==> src/rtl/game_pkg.sv <==
// Shared constants and the level-to-period mapping for the crossing game.
// The period helper is pure combinational arithmetic on elaboration-time constants plus the level.
package game_pkg;

  localparam int LANE_WIDTH = 20;
  localparam int X_W        = 5;
  localparam int LEVEL_W    = 7;
  localparam int PER_W      = 24;

  localparam int DIR_RIGHT  = 1;
  localparam int DIR_LEFT   = 0;

  // Level 0 behaves as level 1; any underflow or sub-floor result clamps to min_p.
  function automatic logic [63:0] level_to_period(
    input logic [63:0] level,
    input logic [63:0] base,
    input logic [63:0] step,
    input logic [63:0] min_p
  );
    logic [63:0] eff;
    logic [63:0] dec;
    eff = (level == 64'd0) ? 64'd1 : level;
    dec = (eff - 64'd1) * step;
    if ((dec > base) || ((base - dec) < min_p)) begin
      return min_p;
    end
    return base - dec;
  endfunction

endpackage

==> src/rtl/lane_step_timer.sv <==
// Step-rate timer: period_q follows i_Level with 1 cycle latency; o_Tick is combinational from cnt/period.
// Pausing (i_Enable = 0) freezes the count so the interval resumes where it left off.
module lane_step_timer #(
  parameter int LEVEL_W     = game_pkg::LEVEL_W,
  parameter int PER_W       = game_pkg::PER_W,
  parameter int BASE_PERIOD = 1250000,
  parameter int PERIOD_STEP = 50000,
  parameter int MIN_PERIOD  = 250000
) (
  input  logic               i_Clk,
  input  logic               i_Reset,
  input  logic               i_Enable,
  input  logic [LEVEL_W-1:0] i_Level,
  output logic               o_Tick
);
  import game_pkg::*;

  if (MIN_PERIOD < 1) begin : g_bad_min
    $error("lane_step_timer: MIN_PERIOD must be >= 1");
  end
  if (longint'(BASE_PERIOD) >= (longint'(1) << PER_W)) begin : g_bad_base
    $error("lane_step_timer: BASE_PERIOD does not fit in PER_W bits");
  end

  localparam logic [PER_W-1:0] RST_PERIOD =
    PER_W'(level_to_period(64'd1, 64'(BASE_PERIOD), 64'(PERIOD_STEP), 64'(MIN_PERIOD)));

  logic [PER_W-1:0] period_q, period_d;
  logic [PER_W-1:0] cnt_q, cnt_d;
  logic             tick;

  assign period_d = PER_W'(level_to_period(64'(i_Level), 64'(BASE_PERIOD),
                                           64'(PERIOD_STEP), 64'(MIN_PERIOD)));

  // >= rather than == so a period that shrinks below the running count wraps at once.
  assign tick = i_Enable && (cnt_q >= (period_q - PER_W'(1)));

  always_comb begin
    cnt_d = cnt_q;
    if (tick) begin
      cnt_d = '0;
    end else if (i_Enable) begin
      cnt_d = cnt_q + PER_W'(1);
    end
  end

  always_ff @(posedge i_Clk) begin
    if (i_Reset) begin
      period_q <= RST_PERIOD;
      cnt_q    <= '0;
    end else begin
      period_q <= period_d;
      cnt_q    <= cnt_d;
    end
  end

  assign o_Tick = tick;

endmodule

==> src/rtl/car_lane_ctrl.sv <==
// Lane of NUM_CARS cars moving in lock-step with wrap; o_Step pulses with each position update.
// o_Hit is registered (1 cycle) from the current positions vs the frog; not gated by i_Enable.
module car_lane_ctrl #(
  parameter int LANE_WIDTH  = game_pkg::LANE_WIDTH,
  parameter int X_W         = game_pkg::X_W,
  parameter int NUM_CARS    = 3,
  parameter int CAR_INIT_X  = 0,
  parameter int CAR_SPACING = 7,
  parameter int DIRECTION   = 1,
  parameter int LEVEL_W     = game_pkg::LEVEL_W,
  parameter int PER_W       = game_pkg::PER_W,
  parameter int BASE_PERIOD = 1250000,
  parameter int PERIOD_STEP = 50000,
  parameter int MIN_PERIOD  = 250000
) (
  input  logic                    i_Clk,
  input  logic                    i_Reset,
  input  logic                    i_Enable,
  input  logic [LEVEL_W-1:0]      i_Level,
  input  logic [X_W-1:0]          i_Frog_X,
  input  logic                    i_Frog_In_Lane,
  output logic [NUM_CARS*X_W-1:0] o_Cars_X,
  output logic                    o_Step,
  output logic                    o_Hit
);
  import game_pkg::*;

  if (longint'(LANE_WIDTH) > (longint'(1) << X_W)) begin : g_bad_lane
    $error("car_lane_ctrl: LANE_WIDTH does not fit in X_W bits");
  end
  if (NUM_CARS < 1) begin : g_bad_cars
    $error("car_lane_ctrl: NUM_CARS must be >= 1");
  end

  localparam logic [X_W-1:0] X_LAST = X_W'(LANE_WIDTH - 1);

  logic [X_W-1:0] car_q [NUM_CARS];
  logic [X_W-1:0] car_d [NUM_CARS];
  logic           step_q;
  logic           hit_q, hit_d;
  logic           any_match;
  logic           tick;

  lane_step_timer #(
    .LEVEL_W     (LEVEL_W),
    .PER_W       (PER_W),
    .BASE_PERIOD (BASE_PERIOD),
    .PERIOD_STEP (PERIOD_STEP),
    .MIN_PERIOD  (MIN_PERIOD)
  ) u_timer (
    .i_Clk    (i_Clk),
    .i_Reset  (i_Reset),
    .i_Enable (i_Enable),
    .i_Level  (i_Level),
    .o_Tick   (tick)
  );

  always_comb begin
    for (int k = 0; k < NUM_CARS; k++) begin
      car_d[k] = car_q[k];
      if (tick) begin
        if (DIRECTION == DIR_RIGHT) begin
          car_d[k] = (car_q[k] == X_LAST) ? '0 : car_q[k] + X_W'(1);
        end else begin
          car_d[k] = (car_q[k] == '0) ? X_LAST : car_q[k] - X_W'(1);
        end
      end
    end
  end

  // Cars never leave 0..LANE_WIDTH-1, so an off-lane frog column cannot match; the range test makes that explicit.
  always_comb begin
    any_match = 1'b0;
    for (int k = 0; k < NUM_CARS; k++) begin
      if (car_q[k] == i_Frog_X) begin
        any_match = 1'b1;
      end
    end
    hit_d = i_Frog_In_Lane && any_match && (int'(i_Frog_X) < LANE_WIDTH);
  end

  always_ff @(posedge i_Clk) begin
    if (i_Reset) begin
      for (int k = 0; k < NUM_CARS; k++) begin
        car_q[k] <= X_W'((CAR_INIT_X + k * CAR_SPACING) % LANE_WIDTH);
      end
      step_q <= 1'b0;
      hit_q  <= 1'b0;
    end else begin
      for (int k = 0; k < NUM_CARS; k++) begin
        car_q[k] <= car_d[k];
      end
      step_q <= tick;
      hit_q  <= hit_d;
    end
  end

  for (genvar g = 0; g < NUM_CARS; g++) begin : g_pack
    assign o_Cars_X[g*X_W +: X_W] = car_q[g];
  end

  assign o_Step = step_q;
  assign o_Hit  = hit_q;

endmodule

==> config.mk <==
export PLATFORM = sky130hd
export DESIGN_NAME = car_lane_ctrl
export DESIGN_NICKNAME = d
export VERILOG_FILES = /design/src/rtl/game_pkg.sv /design/src/rtl/lane_step_timer.sv /design/src/rtl/car_lane_ctrl.sv
export SDC_FILE = /design/constraint.sdc
export NUM_CORES = 1
export LEC_CHECK = 0
export BUFFER_PORTS_ARGS = -buffer_cell sky130_fd_sc_hd__buf_2
export CAP_MARGIN = 30
export CORE_MARGIN = 1.5
export CORE_UTILIZATION = 35
export DETAILED_ROUTE_END_ITERATION = 10
export PLACE_DENSITY = 0.59
export REMOVE_ABC_BUFFERS = 1
export SYNTH_ARGS = -nofsm -noshare
export SYNTH_HDL_FRONTEND = slang
export SYNTH_SLANG_ARGS = --single-unit
==> constraint.sdc <==
create_clock -name i_Clk -period 9.99 [get_ports i_Clk]
set_input_delay 0.999 -clock i_Clk [delete_from_list [all_inputs] [get_ports i_Clk]]
set_output_delay 0.999 -clock i_Clk [all_outputs]
set_load 0.02 [all_outputs]
## Word level (Yosys, flattened, before mapping)

Memories as Yosys holds them, arrays and structs flattened.
Cells that the tools add are included.

- $add $sub $neg: 7
- Multipliers: 1
- Divide/modulo/power cells: 0
- Magnitude comparators: 4
- Eq/ne operators: 6
- Shift operators: 0
- Muxes and demuxes: 19
- Bitwise operators: 3
- Reduce and logical (&&, ||, !) cells: 6

Operator list:

| operator | number |
|---|---|
| $gt 64x21->1 const B | 1 |
| $lt 64x18->1 const B | 1 |
| $mul 64x12->60 const B | 1 |
| $sub 21x64->64 const A | 1 |
| $sub 64x1->64 const B | 1 |
| $mux 24 | 2 |
| $mux 5 | 9 |
| $add 24x1->24 const B | 1 |
| $ge 24x24->1 | 1 |
| $sub 24x1->24 const B | 1 |
| $add 5x1->5 const B | 3 |
| $eq 5x5->1 | 3 |
| $eq 5x5->1 const B | 3 |
| $logic_not 7->1 | 1 |
| $mux 1 | 7 |
| $mux 7 | 1 |
| $lt 5x5->1 const B | 1 |
| $logic_and 1x1->1 | 3 |
| $or 1x1->1 | 3 |
| $reduce_or 2->1 | 1 |
| $logic_or 1x1->1 | 1 |

- Bits in registers: 50
- Latch bits: 0
- Bits in writable memories: 15
- ROM bits: 0
- Bits of input ports: 16
- Output and inout bits: 17
- Word-level logic and storage cells: 51
- Memories kept: 1

Memory list:

| name | depth | bits a word | rd ports | clocked after Yosys merged registers in | wr ports | line | RTL |
|---|---|---|---|---|---|---|---|
| car_q | 3 | 5 | 3 | 0 | 3 | car_lane_ctrl.sv:37 | `logic [X_W-1:0] car_q [NUM_CARS];` |

## Longest topological paths before layout

Gate-level depths: netlist of the first run.

- Depth after elaboration: 9
- Mapped depth: 30
- Gate-level depth less buffers: 27

## By module

A second synthesis of the first run with hierarchy kept.

- Cells, all modules: 1081
- Area total of the unflattened synthesis: 8968.6 sq um

By module, submodules not included:

| module | times used | cells an instance | area an instance (sq um) | seq. area each (sq um) |
|---|---|---|---|---|
| lane_step_timer | 1 | 979 | 8029.0 | 880.8 |
| car_lane_ctrl | 1 | 102 | 939.7 | 340.3 |

## Least setup slack after synthesis of the first run

Ideal clock, no wire load.

- Kind: input -> register
- From: input port i_Level[5]
- To: register u_timer.period_q[12]
- Setup time: 127 ps
- Arrival: 7671 ps
- Data required time: 9863 ps
- Slack: 2192 ps
- Stages: 26
- Path buffers: 1
- Path through: nor4_1 -> and2_1 -> a21oi_1 -> ha_1 -> nand2_1 -> clkinv_1 -> ha_1 -> ha_1 -> clkbuf_1 -> xor2_1 -> xnor2_1 -> fa_1 -> inv_1 -> fa_1 -> inv_1 -> ha_1 -> a21oi_1 -> o21ai_0 -> a221oi_1 -> inv_1 -> or3_2 -> a222oi_1 -> nand4_1 -> nor4_4 -> o31ai_1 -> or3_1

- Word-level cells in the longest chain between the ends: 9
- Elaborated cells on any way between the ends: 10
- Classes of those cells: 2 x add/sub; 1 x mul; 2 x order compare; 3 x mux; 2 x reduce/logical

RTL lines:

| what | line | RTL |
|---|---|---|
| start: declaration | car_lane_ctrl.sv:19 | `input logic [LEVEL_W-1:0] i_Level,` |
| $logic_not 7->1 | game_pkg.sv:22 | `eff = (level == 64'd0) ? 64'd1 : level;` |
| $mux 7 (*) | game_pkg.sv:22 |  |
| $sub 64x1->64 (*) | game_pkg.sv:23 | `dec = (eff - 64'd1) * step;` |
| $mul 64x12->60 (*) | game_pkg.sv:23 |  |
| $sub 21x64->64 | game_pkg.sv:24 | `if ((dec > base) \|\| ((base - dec) < min_p)) begin` |
| $lt 64x18->1 | game_pkg.sv:24 |  |
| $logic_or 1x1->1 | game_pkg.sv:24 |  |
| $mux 1 | game_pkg.sv:24 |  |
| $mux 24 (*) | game_pkg.sv:27 | `return base - dec;` |
| end signal: assignment | lane_step_timer.sv:52 | `period_q <= period_d;` |
| end: declaration | lane_step_timer.sv:28 | `logic [PER_W-1:0] period_q, period_d;` |

Mark *: on every way between the ends. The rest lies on a longest branch, timed or not.
A chain may end at the register's enable or synchronous reset.

## Final worst setup path of the first run

- From: input port i_Level[2]
- To: register u_timer.period_q[10]

Same word-level chain as after synthesis.

==> results of run 1 <==
==> cells in the mapped netlist, drive strengths merged, types with 12 or more instances <==
| master | n | share of area, % |
|---|---|---|
| a21o | 22 | 1.9 |
| a21oi | 60 | 3.5 |
| and2 | 12 | 0.85 |
| and3 | 15 | 1.1 |
| clkbuf | 19 | 0.81 |
| dfxtp | 61 | 14 |
| fa | 64 | 14 |
| ha | 112 | 16 |
| inv | 135 | 5.7 |
| nand2 | 89 | 3.8 |
| nand3 | 32 | 1.8 |
| nand4 | 17 | 1.3 |
| nor2 | 88 | 3.7 |
| nor3 | 21 | 1.2 |
| nor4 | 12 | 1.2 |
| o21ai | 38 | 2.2 |
| xnor2 | 48 | 4.8 |
| xor2 | 65 | 6.5 |
==> worst max path at each step <==
| stage | to | start | depth (start not counted) |
|---|---|---|---|
| finish | u_timer.period_q[10] | i_Level[2] | 27 |
| global route | u_timer.period_q[10] | i_Level[2] | 27 |
| CTS | u_timer.period_q[10] | i_Level[2] | 27 |
| detailed placement | u_timer.period_q[10] | i_Level[2] | 27 |
| global placement | u_timer.period_q[12] | i_Level[2] | 27 |
| floorplan | u_timer.period_q[12] | i_Level[5] | 25 |
==> where the power goes <==
part | total (uW) | internal, uW | switching, uW
registers | 249 | 246 | 2.79
logic | 2140 | 765 | 1370
clock network | 334 | 219 | 115
total | 2720 | 1230 | 1490
==> final cells by class <==
class                           count  area, um2  share of cell area, %
Clock buffer                        9        225                   2.32
Clock inverter                      7       98.8                   1.02
Inverter                          137        514                   5.30
Multi-Input combinational cell    872       7070                   72.9
Sequential cell                    61       1220                   12.6
Tap cell                          324        405                   4.18
Timing Repair Buffer               33        168                   1.73
==> stage by stage <==
stage          total power (uW)  utilization, %
2_1_floorplan              1890               -
3_3_place_gp               2370            38.2
3_5_place_dp               2350            38.2
4_1_cts                    2710            39.6
5_1_grt                    3010            39.6
6_report                   2720            39.6
==> critical path: stages <==
cell	delay, ns
buf_2	0.12
nor4_1	0.06
and2_1	0.18
a21oi_1	0.54
ha_1	0.34
and2_1	0.20
ha_1	0.24
inv_1	0.15
ha_1	0.26
ha_1	0.34
inv_1	0.08
fa_1	0.51
fa_1	0.54
inv_1	0.05
fa_1	0.49
ha_1	0.47
nand2_1	0.22
o21ai_0	0.55
nor3_1	0.14
a211oi_2	0.30
nor2_1	0.09
a211o_1	0.37
or4_1	0.60
o31ai_1	0.13
nand4_1	0.22
o31ai_1	0.68
nor2_1	0.11
==> registers in the layout (all words and copies together), names as in the netlist <==
register / count
u_timer.cnt_q: 24
u_timer.period_q: 20
car_q: 15
o_Hit: 1
o_Step: 1
==> logic make-up after synthesis <==
| family | synth area share, % |
|---|---|
| mux | 0.934 |
| other cells | 0.0849 |
| flops | 13.8 |
| xor+xnor | 11.5 |
| buf+inv | 7.02 |
| compound gates | 17.0 |
| simple gates | 19.3 |
| fa+ha+maj | 30.3 |
==> layer usage <==
metal | global-route usage, % | vias up
met5 | 0 | -
met4 | 3.00 | 0
met3 | 2.48 | 18
met2 | 29.9 | 115
met1 | 24.2 | 3598
li1 | - | 3775
==> results.toml, run 1 <==
[cts]
post_cts.repair.setup_buffers = 0
numCtsBuffers = 9
clk_path_buf_depth = 2
postCtsHoldBufs = 0
clkTransAtPathRegs_ns = 0.06
cts_sinks = 61
h-tree-depth = 3
cts_resized = 0
cts-root-buf = "clkbuf_16"
cts_tree = "yes"
insertion_delay_ns = 0.33

[global_route]
grt_max_degree = 25
grt_pass1_wl_um = 37600
grt_overflow_total = 0
antenna_found_initial = 0
grt_pass1_vias = 7536
grt_use_total_pct = 17.7

[sta]
fin_tns_setup_ns = 0
drv_slew = 0
rsz0062_at_grt = "no"
tightestPinTransition_ns = 0.798
setup_violations = 0
worst_slack_ns = 1.18
skew_ns = 0.00429
fin_crit_sh_pct = 88.2
relSlewSlack_pct = 46.7
period_minus_slack_ns = 8.81
hold_viol_final = 0
fmax_mhz = 114
whs_ns = 0.530

[final_layout]
n_antenna_cell = 0
layoutNonFillerInstCount = 1443
syn2layout_area_growth_pct = 9.75
fin_area_um2 = 9710
fillers = 2528
final_cell_mix = "inv_1, ha_1, nand2_1"
drive_above_1_share_pct = 6.79
layout_commonest_cell = "inv_1"
nets = 1306

[place]
dp_cells = 1427
dpl.hpwl_um = 18400
io_buffers = 32
gp_congestion = 0.883
placed_area_um2 = 9380
place_ws_ns = 0.940

[hold_path]
worstHoldPathType = "flop to flop"
whs_path_depth = 2
hold_start = "u_timer.cnt_q[1]"
worstHoldEndpoint = "u_timer.cnt_q[1]"

[worst_setup_path]
rr_worst_depth = 17
endpoint_kind = "flop"
startpoint_type = "input pin"
path_class = "input pin to flop"
r2r_slack_ns = 5.64
r2r_start = "u_timer.period_q[8]"
worstPathMaxFanout = 7
cp.required_ns = 10.18
r2r-end = "u_timer.cnt_q[13]"
crit_arrival_ns = 9.00

[status]
status = "finished clean"

[yosys]
ys_async_sr_fraction_pct = 0
ys.flop_type = "dfxtp_1"
ys_types = 81
synth_seq_cells = 61
syn_avg_cell_area_um2 = 8.21
yosysWarnings = 0
syn-instance-count = 1077
synth_edf_count = 0
synth_area_um2 = 8840
ys_seq_area_share_pct = 13.8

[power_and_ir_drop]
powerDensity_nw_per_um2 = 280
irDropWorstVdd_uv = 141
leakagePower_uw = 0.00454

[flow_run]
maxCapViolCount = 0

[detailed_routing]
drc = 0
drtIter0Drc = 376
vias = 7506
dr_wl_met2_um = 10200
met1Wirelength_um = 11000
top_layer_used = "met4"
drtPass1Iterations = 5
wl_met3_um = 665
ant_nets = 0
wirelength_um = 22100
viasPerCell = 5.20
routedWlPerCell_um = 15.3

[floorplan]
die_y_um = 162
core_area_um2 = 24500
start_util_pct = 36.0
top_level_ports = 33
die-area_um2 = 26200
die_w_um = 162
num_rows = 57
No activity file was read; power rests on OpenSTA's default activity.
==> run 2, diff against run 1 <==
HOLD_SLACK_MARGIN = 0.03   (was unset)
MAX_ROUTING_LAYER = met4   (was unset)
==> results.toml, run 2 (synthesis results as in run 1) <==
[worst_setup_path]
worstPathMaxFanout = 7
r2r-end = "u_timer.cnt_q[7]"
r2r_slack_ns = 5.59
cpPeakStageDelay_ns = 0.67
crit_top_cell = "ha_1"
critPathSlowestCell = "o31ai_1"
r2r_start = "u_timer.period_q[8]"
cp.required_ns = 10.18
path_class = "input pin to flop"
startpoint_type = "input pin"
crit_arrival_ns = 9.01
endpoint_kind = "flop"
rr_worst_depth = 17

[place]
io_buffers = 32
dpl.hpwl_um = 18300
gp_congestion = 0.907
dp_cells = 1428

[floorplan]
die_y_um = 162
die_w_um = 162
start_util_pct = 36.0
num_rows = 57
die-area_um2 = 26200
top_level_ports = 33
core_area_um2 = 24500

[cts]
cts_resized = 0
cts_sinks = 61
clkTransAtPathRegs_ns = 0.06
numCtsBuffers = 9
h-tree-depth = 3
postCtsHoldBufs = 0
insertion_delay_ns = 0.33
cts_tree = "yes"
clk_path_buf_depth = 2
cts-root-buf = "clkbuf_16"
post_cts.repair.setup_buffers = 0

[power_and_ir_drop]
irDropWorstVdd_uv = 180
powerDensity_nw_per_um2 = 280
p_sw_uw = 1510
comb_power_share_pct = 79.5
power.total_uw = 2720
power.share.clock_pct = 11.3
swShare_pct = 55.7
internal_power_uw = 1200
p_seq_share_pct = 9.2
leakagePower_uw = 0.00453

[sta]
hold_viol_final = 0
tightestPinTransition_ns = 0.833
period_minus_slack_ns = 8.82
relSlewSlack_pct = 44.3
fmax_mhz = 113
drv_slew = 0
setup_violations = 0
fin_tns_setup_ns = 0
rsz0062_at_grt = "no"
skew_ns = 0.00512
fin_crit_sh_pct = 88.3

[global_route]
antenna_found_initial = 0
grt_overflow_total = 0
grt_pass1_wl_um = 37300
grt_max_degree = 25
grt_pass1_vias = 7578
grt_use_total_pct = 18.0

[detailed_routing]
routedWlPerCell_um = 15.2
vias = 7548
ant_nets = 0
drtPass1Iterations = 5
drtIter0Drc = 508
wirelength_um = 21900
viasPerCell = 5.23
drc = 0

[final_layout]
top_regs = "u_timer.cnt_q x24, u_timer.period_q x20, car_q x15"
layout_commonest_cell = "inv_1"
top_register = "u_timer.cnt_q"
final_cell_mix = "inv_1, ha_1, nand2_1"
largest_reg_flops = 24
syn2layout_area_growth_pct = 9.58
drive_above_1_share_pct = 6.88
fillers = 2554
nets = 1307
layoutNonFillerInstCount = 1444
n_antenna_cell = 0

[flow_run]
maxCapViolCount = 0

[hold_path]
worstHoldEndpoint = "u_timer.cnt_q[1]"
worstHoldPathType = "flop to flop"
whs_path_depth = 2
hold_start = "u_timer.cnt_q[1]"

[status]
status = "finished clean"
-- run 2: changes by cell type in the layout (fill, tap and decap cells not counted), sizes merged --
| cell | before | now |
|---|---|---|
| clkinvlp | 1 | 2 |
| clkinv | 5 | 6 |
| inv | 136 | 135 |
| bufinv | 2 | 1 |
| buf | 33 | 34 |
-- run 2: per-stage QoR --
step | worst slack [ns] | util [%] | instance area, um2 | hold slack (ns)
2_1_floorplan | 2.26 | - | 8810 | 0.479
6_report | 1.17 | 39.5 | 9690 | 0.535
4_1_cts | 1.27 | 39.5 | 9690 | 0.532
3_5_place_dp | 0.942 | 38.3 | 9390 | 0.511
5_1_grt | 0.720 | 39.5 | 9690 | 0.567
3_3_place_gp | 1.02 | 38.3 | 9390 | 0.494
-- run 2: metal layers --
| metal | global-route usage, % | up-vias | wire (um) |
|---|---|---|---|
| li1 | - | 3781 | - |
| met1 | 23.6 | 3581 | 10700 |
| met2 | 29.6 | 159 | 10100 |
| met3 | 2.25 | 27 | 718 |
| met4 | 3.88 | 0 | 324 |
| met5 | - | - | 0 |
-- run 2: cell type report --
class                      instances  area (um2)  share of cell area [%]
sequential                        61        1220                    12.6
multi-input combinational        872        7070                    73.0
tap                              324         405                    4.18
clock buffer                       9         225                    2.32
inverter                         137         514                    5.31
timing repair buffer              34         175                    1.81
clock inverter                     7        76.3                   0.788
-- run 2: how the worst max path moves through the flow --
stage	startpoint	to	slack [ns]
after global placement	i_Level[2]	u_timer.period_q[12]	1.02
final	i_Level[2]	u_timer.period_q[10]	1.17
after CTS	i_Level[2]	u_timer.period_q[11]	1.27
after detailed placement	i_Level[2]	u_timer.period_q[11]	0.94
after floorplan	i_Level[5]	u_timer.period_q[12]	2.26
after global routing	i_Level[2]	u_timer.period_q[11]	0.72
-- run 2: power groups by stage --
stage | registers [uW] | logic, uW | clock network [uW]
after floorplan | 255 | 1630 | 0
after CTS | 249 | 2130 | 316
after global placement | 254 | 2120 | 0
final | 249 | 2160 | 308
after global routing | 250 | 2410 | 326
after detailed placement | 254 | 2110 | 0
-- run 2: worst max-delay path: cells and delay by family --
kind	cells	cell delay (ns)
AND/OR/NAND/NOR	9	1.81
buffers and inverters	4	0.42
adder cells (fa/ha/maj)	8	3.15
AO/OA/AOI/OAI	6	2.61
